===== src/rtl/npc_pkg.sv =====
// npc_pkg: shared core widths, reset vector and fetch-unit state encoding.
package npc_pkg;
    localparam int CPU_WIDTH = 32;
    localparam int INS_WIDTH = 32;
    localparam logic [31:0] RESET_PC = 32'h8000_0000;
    localparam int INS_BYTES = 4;

    typedef enum logic {
        S_RESET,
        S_RUN
    } ifu_state_e;
endpackage


===== src/rtl/ifu_fifo.sv =====
// ifu_fifo: synchronous {pc, inst} queue; head is read straight from the entry registers.
module ifu_fifo #(
    parameter int WIDTH = 64,
    parameter int DEPTH = 4
) (
    input  logic                       clk,
    input  logic                       rst_n,
    input  logic                       push,
    input  logic                       pop,
    input  logic                       flush,
    input  logic [WIDTH-1:0]           din,
    output logic [WIDTH-1:0]           dout,
    output logic                       full,
    output logic                       empty,
    output logic [$clog2(DEPTH):0]     count
);
    localparam int AW = $clog2(DEPTH);
    localparam int CW = AW + 1;

    logic [WIDTH-1:0] mem [DEPTH];
    logic [AW-1:0]    wr_ptr, rd_ptr;
    logic             pop_ok;

    assign pop_ok = pop && !empty;
    assign full   = count == CW'(DEPTH);
    assign empty  = count == '0;
    assign dout   = mem[rd_ptr];

    always_ff @(posedge clk) begin
        if (push) mem[wr_ptr] <= din;
    end

    always_ff @(posedge clk) begin
        if (!rst_n || flush) begin
            wr_ptr <= '0;
            rd_ptr <= '0;
            count  <= '0;
        end else begin
            if (push) wr_ptr <= wr_ptr + AW'(1);
            if (pop_ok) rd_ptr <= rd_ptr + AW'(1);
            count <= count + CW'(push) - CW'(pop_ok);
        end
    end
endmodule


===== src/rtl/ifu_pfq.sv =====
// ifu_pfq: sequential fetch with a prefetch queue; keep/drop credits discard
// wrong-path responses after a redirect.
module ifu_pfq #(
    parameter int                   CPU_WIDTH = npc_pkg::CPU_WIDTH,
    parameter int                   INS_WIDTH = npc_pkg::INS_WIDTH,
    parameter logic [CPU_WIDTH-1:0] RESET_PC  = CPU_WIDTH'(npc_pkg::RESET_PC),
    parameter int                   DEPTH     = 4,
    parameter int                   MAX_OUT   = 4
) (
    input  logic                 i_clk,
    input  logic                 i_rst_n,
    output logic                 o_imem_req_valid,
    input  logic                 i_imem_req_ready,
    output logic [CPU_WIDTH-1:0] o_imem_req_addr,
    input  logic                 i_imem_rsp_valid,
    input  logic [INS_WIDTH-1:0] i_imem_rsp_data,
    input  logic                 i_redirect_valid,
    input  logic [CPU_WIDTH-1:0] i_redirect_pc,
    output logic                 o_ifu_valid,
    input  logic                 i_idu_ready,
    output logic [INS_WIDTH-1:0] o_ifu_inst,
    output logic [CPU_WIDTH-1:0] o_ifu_pc,
    output logic [CPU_WIDTH-1:0] o_fetch_pc
);
    import npc_pkg::*;

    localparam int CW = $clog2(DEPTH) + 1;
    localparam int OW = $clog2(MAX_OUT) + 1;
    localparam int EW = CPU_WIDTH + INS_WIDTH;

    ifu_state_e           state;
    logic [CPU_WIDTH-1:0] fetch_pc, fill_pc, stale_addr, tgt;
    logic [OW-1:0]        keep_cnt, drop_cnt;
    logic [CW-1:0]        count;
    logic [EW-1:0]        head;
    logic                 stale, run, can_issue, req_fire, rsp_drop, push, pop, full, empty;

    assign run       = state == S_RUN;
    assign can_issue = (int'(count) + int'(keep_cnt) < DEPTH) && (int'(keep_cnt) + int'(drop_cnt) < MAX_OUT);
    // a request caught by a redirect keeps its old address until the memory takes it
    assign o_imem_req_valid = run && (stale || can_issue);
    assign o_imem_req_addr  = run ? (stale ? stale_addr : fetch_pc) : '0;
    assign req_fire  = o_imem_req_valid && i_imem_req_ready;
    assign rsp_drop  = drop_cnt != '0;
    assign push      = i_imem_rsp_valid && !rsp_drop && !i_redirect_valid;
    assign pop       = i_idu_ready && !i_redirect_valid;
    assign tgt       = i_redirect_pc & ~CPU_WIDTH'(3);
    assign o_ifu_valid = !empty;
    assign o_ifu_pc    = empty ? '0 : head[EW-1:INS_WIDTH];
    assign o_ifu_inst  = empty ? '0 : head[INS_WIDTH-1:0];
    assign o_fetch_pc  = fetch_pc;

    ifu_fifo #(.WIDTH(EW), .DEPTH(DEPTH)) u_fifo (
        .clk   (i_clk),
        .rst_n (i_rst_n),
        .push  (push),
        .pop   (pop),
        .flush (i_redirect_valid),
        .din   ({fill_pc, i_imem_rsp_data}),
        .dout  (head),
        .full  (full),
        .empty (empty),
        .count (count)
    );

    always_ff @(posedge i_clk) begin
        if (!i_rst_n) begin
            state      <= S_RESET;
            fetch_pc   <= RESET_PC;
            fill_pc    <= RESET_PC;
            keep_cnt   <= '0;
            drop_cnt   <= '0;
            stale      <= 1'b0;
            stale_addr <= '0;
        end else begin
            state <= S_RUN;
            if (i_redirect_valid) begin
                fetch_pc   <= tgt;
                fill_pc    <= tgt;
                keep_cnt   <= '0;
                drop_cnt   <= keep_cnt + drop_cnt + OW'(req_fire) - OW'(i_imem_rsp_valid);
                stale      <= o_imem_req_valid && !i_imem_req_ready;
                stale_addr <= o_imem_req_addr;
            end else begin
                if (req_fire && !stale) fetch_pc <= fetch_pc + CPU_WIDTH'(INS_BYTES);
                if (push) fill_pc <= fill_pc + CPU_WIDTH'(INS_BYTES);
                keep_cnt <= keep_cnt + OW'(req_fire && !stale) - OW'(i_imem_rsp_valid && !rsp_drop);
                drop_cnt <= drop_cnt + OW'(req_fire && stale) - OW'(i_imem_rsp_valid && rsp_drop);
                if (req_fire) stale <= 1'b0;
            end
        end
    end

    always_ff @(posedge i_clk) begin
        if (i_rst_n) assert (!(push && full));
    end
endmodule


===== config.mk =====
export PLATFORM = sky130hd
export DESIGN_NAME = ifu_pfq
export DESIGN_NICKNAME = d
export VERILOG_FILES = /design/src/rtl/npc_pkg.sv /design/src/rtl/ifu_fifo.sv /design/src/rtl/ifu_pfq.sv
export SDC_FILE = /design/constraint.sdc
export NUM_CORES = 1
export LEC_CHECK = 0
export ABC_AREA = 1
export CAP_MARGIN = 30
export CELL_PAD_IN_SITES_DETAIL_PLACEMENT = 1
export CELL_PAD_IN_SITES_GLOBAL_PLACEMENT = 2
export CORE_UTILIZATION = 37
export DETAILED_ROUTE_END_ITERATION = 16
export PLACE_DENSITY_LB_ADDON = 0.12
export SKIP_CTS_REPAIR_TIMING = 1
export SLEW_MARGIN = 20
export SYNTH_ARGS = -nofsm -noshare
export SYNTH_HDL_FRONTEND = slang
export SYNTH_SLANG_ARGS = --single-unit
export TNS_END_PERCENT = 5

===== constraint.sdc =====
create_clock -name i_clk -period 12.2 [get_ports i_clk]
set_input_delay 2.44 -clock i_clk [delete_from_list [all_inputs] [get_ports i_clk]]
set_output_delay 2.44 -clock i_clk [all_outputs]
set_load 0.02 [all_outputs]

### Word level (Yosys, flattened, before mapping)

Memories as Yosys holds them, arrays and structs flattened. A register that Yosys moved wholly into a read port is not among the register bits.
Cells that the tools add are included.

* flip-flop bits (word level): 111
* memory bits (writable): 256
* bits of input ports: 70
* output and inout bits: 130
* memories: 1

* add/sub/neg operators: 15
* order comparisons: 2
* multiplexer cells: 16
* bitwise gates (word level): 1
* reduce and logical (&&, ||, !) cells: 25

Memories
* u_fifo.mem: words 4, bits a word 64, read ports 1, clocked after Yosys merged registers in 1, write ports 1, RTL line ifu_fifo.sv:20 `logic [WIDTH-1:0] mem [DEPTH];`

Operators by type and width (count)
* $mux 32: 8
* $add 32x3->32 const B: 2
* $add 3x1->3: 4
* $sub 3x1->3: 4
* $logic_and 1x1->1: 11
* $add 3x3->4: 2
* $lt 4x3->1 const B: 2
* $logic_not 1->1: 6
* $reduce_bool 2->1: 3
* $mux 1: 5
* $add 2x1->2 const B: 2
* $mux 2: 2
* $add 3x3->3: 1
* $logic_not 3->1: 1
* $mux 3: 1
* $reduce_bool 3->1: 1
* $logic_or 1x1->1: 2
* $reduce_or 2->1: 1
* $not 1->1: 1

### Longest topological paths before layout

Gate-level depths: netlist (run 1).

* depth after elaboration: 10
* mapped depth: 17
* mapped depth without buffers: 16

### By module

From an unflattened synthesis (run 1), not the netlist that was laid out.

* cell total of the unflattened synthesis: 1779
* area, all modules: 16588.4 sq um

Modules (own cells, without submodules)
* ifu_fifo: times used 1, cells an instance 682, area an instance 9962.1 sq um
* ifu_pfq: times used 1, cells an instance 1097, area an instance 6626.4 sq um

### Least setup slack after synthesis (run 1)

OpenSTA, ideal clock, no wires.

* path type: input-to-reg
* start point: input port i_imem_rsp_valid
* end point: memory u_fifo.mem[0][0] (enable)
* library setup time: 0.482 ns
* arrival time: 5.574 ns
* required time: 11.718 ns
* path slack: 6.144 ns
* stages on the path: 4
* cells stage by stage: nand4_2 -> nor2_2 -> inv_2 -> nor2_1

* cells in the longest elaborated chain, start to end: 4

Ends and longest elaborated chain
* start: declaration: RTL line ifu_pfq.sv:15 `input logic i_imem_rsp_valid,`
* $logic_and 1x1->1 (2 in a row): RTL line ifu_pfq.sv:45 `assign push = i_imem_rsp_valid && !rsp_drop && !i_redirect_valid;`
* $mux 1: RTL line ifu_fifo.sv:30 `if (push) mem[wr_ptr] <= din;`
* $mux 1 (implied by the code): RTL line ifu_fifo.sv:30
* end: declaration: RTL line ifu_fifo.sv:20

No other way between the ends.

==> results of run 1 <==
## worst max path at each step
stage                      from               end  slack (ns)  cells past startpoint
2_1_floorplan  i_imem_rsp_valid  u_fifo.mem[0][0]        6.14                      4
3_3_place_gp   i_imem_rsp_valid  u_fifo.mem[3][8]        6.44                      6
3_5_place_dp   i_imem_rsp_valid  u_fifo.mem[0][9]        6.39                      6
4_1_cts               flip-flop      o_ifu_pc[17]        6.10                      7
5_1_grt               flip-flop      o_ifu_pc[11]        6.04                      7
6_report              flip-flop      o_ifu_pc[11]        6.28                      7
## worst min-delay path: stages (launching register included)
cell and delay, ns:
dfxtp_1 0.29, inv_1 0.06, nor3_1 0.05
## power by group through the flow
stage / Combinational (mW) / Sequential [mW] / Clock [mW]
2_1_floorplan: 0.314 / 1.46 / 0
3_3_place_gp: 0.518 / 1.48 / 0
3_5_place_dp: 0.531 / 1.48 / 0
4_1_cts: 0.535 / 1.46 / 1.16
5_1_grt: 0.594 / 1.47 / 1.20
6_report: 0.531 / 1.46 / 1.13
## stage by stage
step / setup slack (ns) / instance area (sq um)
3_3_place_gp: 6.44 / 18800
4_1_cts: 6.10 / 20100
3_5_place_dp: 6.39 / 18800
2_1_floorplan: 6.14 / 16400
5_1_grt: 6.04 / 20100
6_report: 6.28 / 20100
## state kept, by name, indices dropped and copies added, names as in the netlist, named ones only
name and count:
stale 1, drop_cnt 3, keep_cnt 3, run 1
fill_pc 30, u_fifo.count 3, o_fetch_pc 30, u_fifo.mem 248
u_fifo.wr_ptr 2, stale_addr 32, u_fifo.rd_ptr 2
## placed cells by master (no fill, tap or decap), drive strengths merged, types with 2 or more instances in the layout
cell type      count
xnor2              3
edfxtp           248
ha                18
nand3b             8
nand2            284
a21boi             3
clkbuf            53
or2                3
inv              118
a21oi            126
o21ai            221
a31oi              7
xor2              17
and2               2
buf               23
dfxtp            109
clkinv            18
nor3              21
fa                 5
conb               4
nand4              8
nor2             442
o21a               2
o31ai             16
nand3             66
clkdlybuf4s50    192
## layer usage
metal,vias to the layer above,part of all wire [%],global-route usage [%]
li1,6434,-,-
met1,6540,44,28.3
met2,231,50,40.6
met3,71,3.8,3.75
met4,2,2.1,6.70
met5,-,0.026,0
## final cells by class
class                      count  share of cell area [%]
inverter                     118                    2.20
sequential                   357                    47.8
tap                          585                    3.63
multi-input combinational   1260                    29.4
timing repair buffer         215                    10.9
clock buffer                  53                    5.47
clock inverter                18                   0.559
## kinds of logic (layout without fill, tap and decap cells)
kind of cell,Yosys count,count (layout)
AND/OR/NAND/NOR,834,834
AO/OA/AOI/OAI,379,379
flip-flops,357,357
buffers and inverters,211,404
adder cells (fa/ha/maj),23,23
XOR/XNOR,20,20
other,1,4
==> impl_metrics.toml, run 1 <==
[outcome]
status = "complete, no violations"

[clock_network]
clk_pin_slew_ns = 0.06
cts-root-buf = "clkbuf_16"
insertion_delay_ns = 0.56
cts.sinks = 357
clockBufferDepth = 3
cts_tree = "built"
h-tree-depth = 2
cts_buffers = 42

[timing]
skew_ns = 0.0171
final.setup.tns_ns = 0
relSlewSlack_pct = 35.7
hold_violations = 0
finalMaxSlewViolations = 0
rsz0062_at_grt = "false"
hold_slack_ns = 0.444
finalCriticalPeriod_ns = 5.92
setup_viol = 0
tightest_slew_ns = 0.963
period_share_pct = 48.6
max_freq_mhz = 169

[synthesis]
synth-compound-area-share_pct = 12.1
synthesis.instances = 1825
synthMostInstantiatedCell = "nor2_1"
yosysTopAreaCell = "edfxtp_1"
synth_edf_count = 248
ys_ff_latch = 357
synthXorXnorAreaFrac_pct = 1.07
avgSynthCellArea_sq_um = 8.97
synth-simple-area-share_pct = 20.7
synth_top_family_by_area = "simple AND/OR/NAND/NOR gates"
synthFlopType = "edfxtp_1"
synth.area.top_cells = "edfxtp_1 (46%), dfxtp_1 (13%), nor2_1 (10%), o21ai_0 (6.8%), nand2_1 (6.4%)"
synth_commonest_cells = "nor2_1 (438), nand2_1 (279), edfxtp_1 (248)"
synth_top_area_share_pct = 45.5
ys_async_sr_fraction_pct = 0
ys_types = 43
synth_fa_ha_area_share_pct = 1.99
syn_area_sq_um = 16400
yosysWarnings = 0
ys_seq_area_share_pct = 58.8
muxShareOfSynthArea_pct = 0

[worst_hold_path]
min_path_cells = 2
min_to = "stale_addr[0]"
worstHoldStart = "stale_addr[0]"
hp-class = "flip-flop to flip-flop"

[global_route]
grt_pass1_vias = 13900
grt.total_usage_pct = 22.8
grt_max_degree = 113
grt_pass1_wl_microns = 78200
grt.overflow.total = 0
antenna_found_initial = 1

[critical_path]
worstRegToRegCells = 7
crit_family = "buffers and inverters"
cp_max_fo = 63
cp-start-kind = "flip-flop"
crit_arrival_ns = 3.48
crit_required_ns = 9.76
rrSetupSlack_ns = 9.12
slowest_delay_ns = 0.67
r2r-start = "drop_cnt[1]"
r2r-end = "u_fifo.mem[1][57]"
critPathBufInv = 4
crit_type = "flip-flop to output pin"
cp_common_cell = "buf_4"
worstPathCellList = "buf_4, inv_2, buf_4, nor2_1, o21ai_0, a21oi_1, clkdlybuf4s50_1"
worst_path_max_delay_cell = "clkdlybuf4s50_1"
crit_path_end_kind = "output pin"

[die]
dieArea_sq_um = 45100
die_h_microns = 212
io_pins = 200
die_w_microns = 212
initial_core_util_pct = 37.7
fp-row-count = 76
core-area_sq_um = 43400

[cells_and_area]
utilization_pct = 46.5
drive_gt1_share_pct = 5.49
n_antenna_cell = 0
multi_input_comb_area_sq_um = 5920
seq_area_sq_um = 9630
finalNonFillerCells = 2606
nets = 2087
area_delta_synth_final_pct = 23.1
n_fill_cell = 5048

[placed_design]
hpwl_microns = 32800
port_buffers = 193
routabilityCongestion = 0.849
placed_cells = 2532

[routing]
via_per_inst = 5.10
drt-total-wl_microns = 50800
route.detailed.drc = 0
postRouteAntennaNets = 0
first_pass_iters = 4
drtIter0Drc = 642
vias = 13300
wl_per_cell_microns = 19.5

[power]
powerDensity_nw_per_um2 = 155
p_sw_share_pct = 28.8
clkPwrFrac_pct = 36.2
p_comb_share_pct = 17.1
p_sw_uw = 896
seq_power_share_pct = 46.8
total_power_mw = 3.11
p_leak_nw = 7.25
p_int_mw = 2.22
ir_drop_v = 0.0000936

[run]
cap_violations = 0
Power figures use the tool's default switching activity.
==> inputs of run 2 (changes only) <==
--- a/config.mk
+++ b/config.mk
@@ -9,7 +9,7 @@
 export CAP_MARGIN = 30
 export CELL_PAD_IN_SITES_DETAIL_PLACEMENT = 1
 export CELL_PAD_IN_SITES_GLOBAL_PLACEMENT = 2
-export CORE_UTILIZATION = 37
+export CORE_UTILIZATION = 31
 export DETAILED_ROUTE_END_ITERATION = 16
 export PLACE_DENSITY_LB_ADDON = 0.12
 export SKIP_CTS_REPAIR_TIMING = 1
==> constraint.sdc (replaced) <==
create_clock -name i_clk -period 5.33 [get_ports i_clk]
set_input_delay 1.066 -clock i_clk [delete_from_list [all_inputs] [get_ports i_clk]]
set_output_delay 1.066 -clock i_clk [all_outputs]
set_load 0.02 [all_outputs]
==> run 2 against run 1 <==
Cell area increased by 1.1%; wire length grew 3.7%; die area is 19% higher; count of clock-buffer cells in the layout shrank 1; via count decreased by 0.29%; non-clock buffer count is 2 lower; worst setup slack worse by 5.2 ns; clock skew rose by 0.010 ns; clock power grew to 2.6 times the previous value; sequential cell count unchanged; combinational power increased by 130%.
==> impl_metrics.toml, run 2 (synthesis results as in run 1) <==
[global_route]
grt.overflow.total = 0
grt_pass1_vias = 13800
antenna_found_initial = 0
grt_max_degree = 73
grt_pass1_wl_microns = 80600
grt.total_usage_pct = 19.8

[die]
dieArea_sq_um = 53700
io_pins = 200
die_h_microns = 232
fp-row-count = 83
die_w_microns = 232
core-area_sq_um = 51700
initial_core_util_pct = 31.6

[timing]
hold_violations = 0
setup_viol = 0
final.setup.tns_ns = 0
finalMaxSlewViolations = 0
finalWorstSetupSlack_ns = 1.04
skew_ns = 0.0274
period_share_pct = 80.4
max_freq_mhz = 233
finalCriticalPeriod_ns = 4.29
relSlewSlack_pct = 37.3
rsz0062_at_grt = "false"
tightest_slew_ns = 0.940

[routing]
via_per_inst = 4.90
route.detailed.drc = 0
vias = 13200
drt-total-wl_microns = 52700
drtIter0Drc = 491
postRouteAntennaNets = 0
wl_per_cell_microns = 19.5
first_pass_iters = 6

[cells_and_area]
finalNonFillerCells = 2703
nets = 2085
utilization_pct = 39.4
n_antenna_cell = 0
layout_commonest_cell = "nor2_1"
largest-register = "u_fifo.mem"
reg.largest.list = "u_fifo.mem: 248 flops, stale_addr: 32 flops"
final_cell_area_sq_um = 20400
area_delta_synth_final_pct = 24.5
layout_common_cells = "nor2_1 (433), nand2_1 (279), edfxtp_1 (248)"
largest_register_ffs = 248
drive_gt1_share_pct = 5.64

[run]
cap_violations = 0

[clock_network]
clockBufferDepth = 3
clk_pin_slew_ns = 0.05
cts_buffers = 42
cts_tree = "built"
cts-root-buf = "clkbuf_16"
cts.sinks = 357
h-tree-depth = 2
insertion_delay_ns = 0.58

[power]
powerDensity_nw_per_um2 = 366
p_leak_nw = 7.29
ir_drop_v = 0.000183

[critical_path]
cp-start-kind = "flip-flop"
crit_arrival_ns = 3.22
crit_type = "flip-flop to output pin"
crit_required_ns = 4.26
cp_max_fo = 57
crit_path_end_kind = "output pin"

[outcome]
status = "complete, no violations"

[placed_design]
placed_cells = 2628
port_buffers = 193
pre_cts_slack_ns = 1.55
routabilityCongestion = 0.809
place_area_sq_um = 19000
hpwl_microns = 34200

[worst_hold_path]
hp-class = "flip-flop to flip-flop"
-- run 2: changes by cell type in the layout (fill, tap and decap cells not counted), sizes merged --
cell and change:
buf -2, inv -1, clkbuf -1, bufinv +6
-- run 2: stage by stage --
stage	power [mW]	hold slack, ns
after global routing	7.81	0.471
after detailed placement	4.63	0.446
after floorplan	4.07	0.425
after CTS	7.57	0.455
after global placement	4.60	0.437
final	7.46	0.451
-- run 2: per-layer routing --
layer,wire [microns],GRT usage (%)
met1,23900,25.2
met2,25700,34.4
met3,1840,2.97
met4,1220,5.74
met5,0,0
-- run 2: worst max-delay path, stage by stage (launching register included) --
cell and delay [ns]:
dfxtp_4 0.76, buf_4 0.60, nor2_1 0.10, nor2_1 0.10
o21ai_0 0.09, a21oi_1 0.27, clkdlybuf4s50_1 0.68
-- run 2: worst paths after layout --
path	slack, ns	cells after the start	from	to
min reg2reg	0.45	2	stale_addr[0]	stale_addr[0]
max	1.04	6	flip-flop	o_ifu_pc[4]
max reg2reg	2.18	13	run	keep_cnt[2]
min	0.45	2	stale_addr[0]	stale_addr[0]
-- run 2: final cells by class --
type                            instances  area [sq um]
Clock inverter                         23           289
Tap cell                              680           851
Clock buffer                           52          1090
Sequential cell                       357          9630
Fill cell                            5896         31300
Timing Repair Buffer                  213          2150
Inverter                              118           444
Multi-Input combinational cell       1260          5920
-- run 2: power breakdown --
part | leakage (nW) | switching, mW | internal [mW]
Clock | 0.673 | 1.16 | 1.74
Sequential | 3.16 | 0.176 | 3.16
Combinational | 3.46 | 0.763 | 0.457
==> inputs of run 3 (changes only) <==
--- a/config.mk
+++ b/config.mk
@@ -9,7 +9,7 @@
 export CAP_MARGIN = 30
 export CELL_PAD_IN_SITES_DETAIL_PLACEMENT = 1
 export CELL_PAD_IN_SITES_GLOBAL_PLACEMENT = 2
-export CORE_UTILIZATION = 31
+export CORE_UTILIZATION = 34
 export DETAILED_ROUTE_END_ITERATION = 16
 export PLACE_DENSITY_LB_ADDON = 0.12
 export SKIP_CTS_REPAIR_TIMING = 1
==> constraint.sdc (replaced) <==
create_clock -name i_clk -period 4.1 [get_ports i_clk]
set_input_delay 0.82 -clock i_clk [delete_from_list [all_inputs] [get_ports i_clk]]
set_output_delay 0.82 -clock i_clk [all_outputs]
set_load 0.02 [all_outputs]
==> run 3 against run 2 <==
Sequential share of layout area about the same; worst hold slack worse by 0.0050 ns; first-iteration DRC count up 18%; wire length down 1.2%; sequential cell count unchanged; worst setup slack worse by 0.73 ns; count of clock-buffer cells in the layout up 6; critical path depth unchanged; clock skew down 0.0088 ns; clock power up 33%.
==> impl_metrics.toml, run 3 (synthesis results as in run 1) <==
[cells_and_area]
reg.largest.list = "u_fifo.mem: 248 flops, stale_addr: 32 flops"
layout_common_cells = "nor2_1 (433), nand2_1 (279), edfxtp_1 (248)"
n_antenna_cell = 0
largest-register = "u_fifo.mem"
drive_gt1_share_pct = 6.11
layout_commonest_cell = "nor2_1"
nets = 2091
multi_input_comb_area_sq_um = 5920
area_delta_synth_final_pct = 24.6
n_fill_cell = 5495
final_cell_area_sq_um = 20400
largest_register_ffs = 248
seq_area_sq_um = 9630

[timing]
relSlewSlack_pct = 42.5
skew_ns = 0.0186
setup_viol = 0
period_share_pct = 92.5
finalMaxSlewViolations = 0
max_freq_mhz = 264
tightest_slew_ns = 0.862
hold_slack_ns = 0.446
rsz0062_at_grt = "false"
finalWorstSetupSlack_ns = 0.308
finalCriticalPeriod_ns = 3.79
hold_violations = 0
final.setup.tns_ns = 0

[placed_design]
place_area_sq_um = 19000
hpwl_microns = 33600
pre_cts_slack_ns = 0.774
routabilityCongestion = 0.795
port_buffers = 193

[clock_network]
cts_tree = "built"
cts.sinks = 357
cts-root-buf = "clkbuf_16"
clockBufferDepth = 3
cts_buffers = 41
h-tree-depth = 2
clk_pin_slew_ns = 0.06
insertion_delay_ns = 0.57

[routing]
drtIter0Drc = 581
first_pass_iters = 5
wl_per_cell_microns = 19.7
drt-total-wl_microns = 52100
vias = 13400
route.detailed.drc = 0
via_per_inst = 5.06
postRouteAntennaNets = 0

[critical_path]
rrSetupSlack_ns = 1.05
crit_path_end = "o_ifu_pc[2]"
r2r-start = "keep_cnt[1]"
slowest_delay_ns = 0.69
r2r-end = "keep_cnt[2]"
worstRegToRegCells = 16
cp_max_fo = 32
cp-start-kind = "flip-flop"
crit_required_ns = 3.28
worstPathCellList = "clkinv_2, buf_4, nor2_1, o21ai_0, a21oi_1, clkdlybuf4s50_1"
crit_path_end_kind = "output pin"
crit_type = "flip-flop to output pin"
crit_arrival_ns = 2.97
worst_path_max_delay_cell = "clkdlybuf4s50_1"

[outcome]
status = "complete, no violations"

[die]
dieArea_sq_um = 49000
fp-row-count = 80
initial_core_util_pct = 34.3
die_w_microns = 221
io_pins = 200
core-area_sq_um = 47600
die_h_microns = 221

[worst_hold_path]
hp-class = "flip-flop to flip-flop"

[power]
ir_drop_v = 0.000271
p_leak_nw = 7.35
total_power_mw = 9.78
powerDensity_nw_per_um2 = 480

[global_route]
grt_max_degree = 79
antenna_found_initial = 2
grt_pass1_vias = 13600
grt_pass1_wl_microns = 79500
grt.overflow.total = 0
grt.total_usage_pct = 21.0

[run]
cap_violations = 0
run 3: cell types whose count changed in the layout (fill, tap and decap cells not counted), moves of 2 or more:
cell      previous run  this run
buf_12               4         7
buf_4               15        19
clkbuf_1            10        14
clkbuf_8             0         2
clkinv_1             8         2
run 3: critical path, delay by kind of cell, from the launching register on:
kind / cells / cell delay, ns
buffers and inverters: 3 / 1.57
AOI/OAI and AO/OA: 2 / 0.35
DFF: 1 / 0.33
and+or+nand+nor: 1 / 0.12
run 3: per-layer routing:
metal / vias to the layer above / wire (microns) / global-route usage (%)
met1: 6640 / 23700 / 26.8
met3: 64 / 1920 / 3.78
li1: 6464 / - / -
met5: - / 12 / 0
met2: 223 / 25400 / 36.6
met4: 2 / 1050 / 5.32
run 3: area by class of cell:
class | count | share of cell area (%)
clock buffer | 58 | 5.55
clock inverter | 18 | 1.31
inverter | 118 | 2.18
multi-input combinational | 1260 | 29.0
sequential | 357 | 47.2
tap | 615 | 3.77
timing repair buffer | 220 | 10.9
run 3: stage by stage:
stage / utilization, % / std cells
finish: 42.8 / 2646
floorplan: - / 1828
global placement: 39.8 / 2569
global route: 42.8 / 2646
detailed placement: 39.8 / 2569
CTS: 42.8 / 2645
run 3: worst min path at each step:
stage	from	endpoint	slack [ns]	cells past startpoint
finish	stale_addr[0]	stale_addr[0]	0.45	2
global route	stale_addr[0]	stale_addr[0]	0.46	2
CTS	stale_addr[0]	stale_addr[0]	0.45	2
detailed placement	stale_addr[0]	stale_addr[0]	0.44	2
global placement	stale_addr[13]	stale_addr[13]	0.44	2
floorplan	stale_addr[0]	stale_addr[0]	0.42	2
run 3: where the power goes:
group | leakage (nW) | internal [mW] | switching, mW
Clock | 0.683 | 2.32 | 1.53
Sequential | 3.16 | 4.11 | 0.212
Combinational | 3.51 | 0.601 | 1.01
Total | 7.35 | 7.03 | 2.75
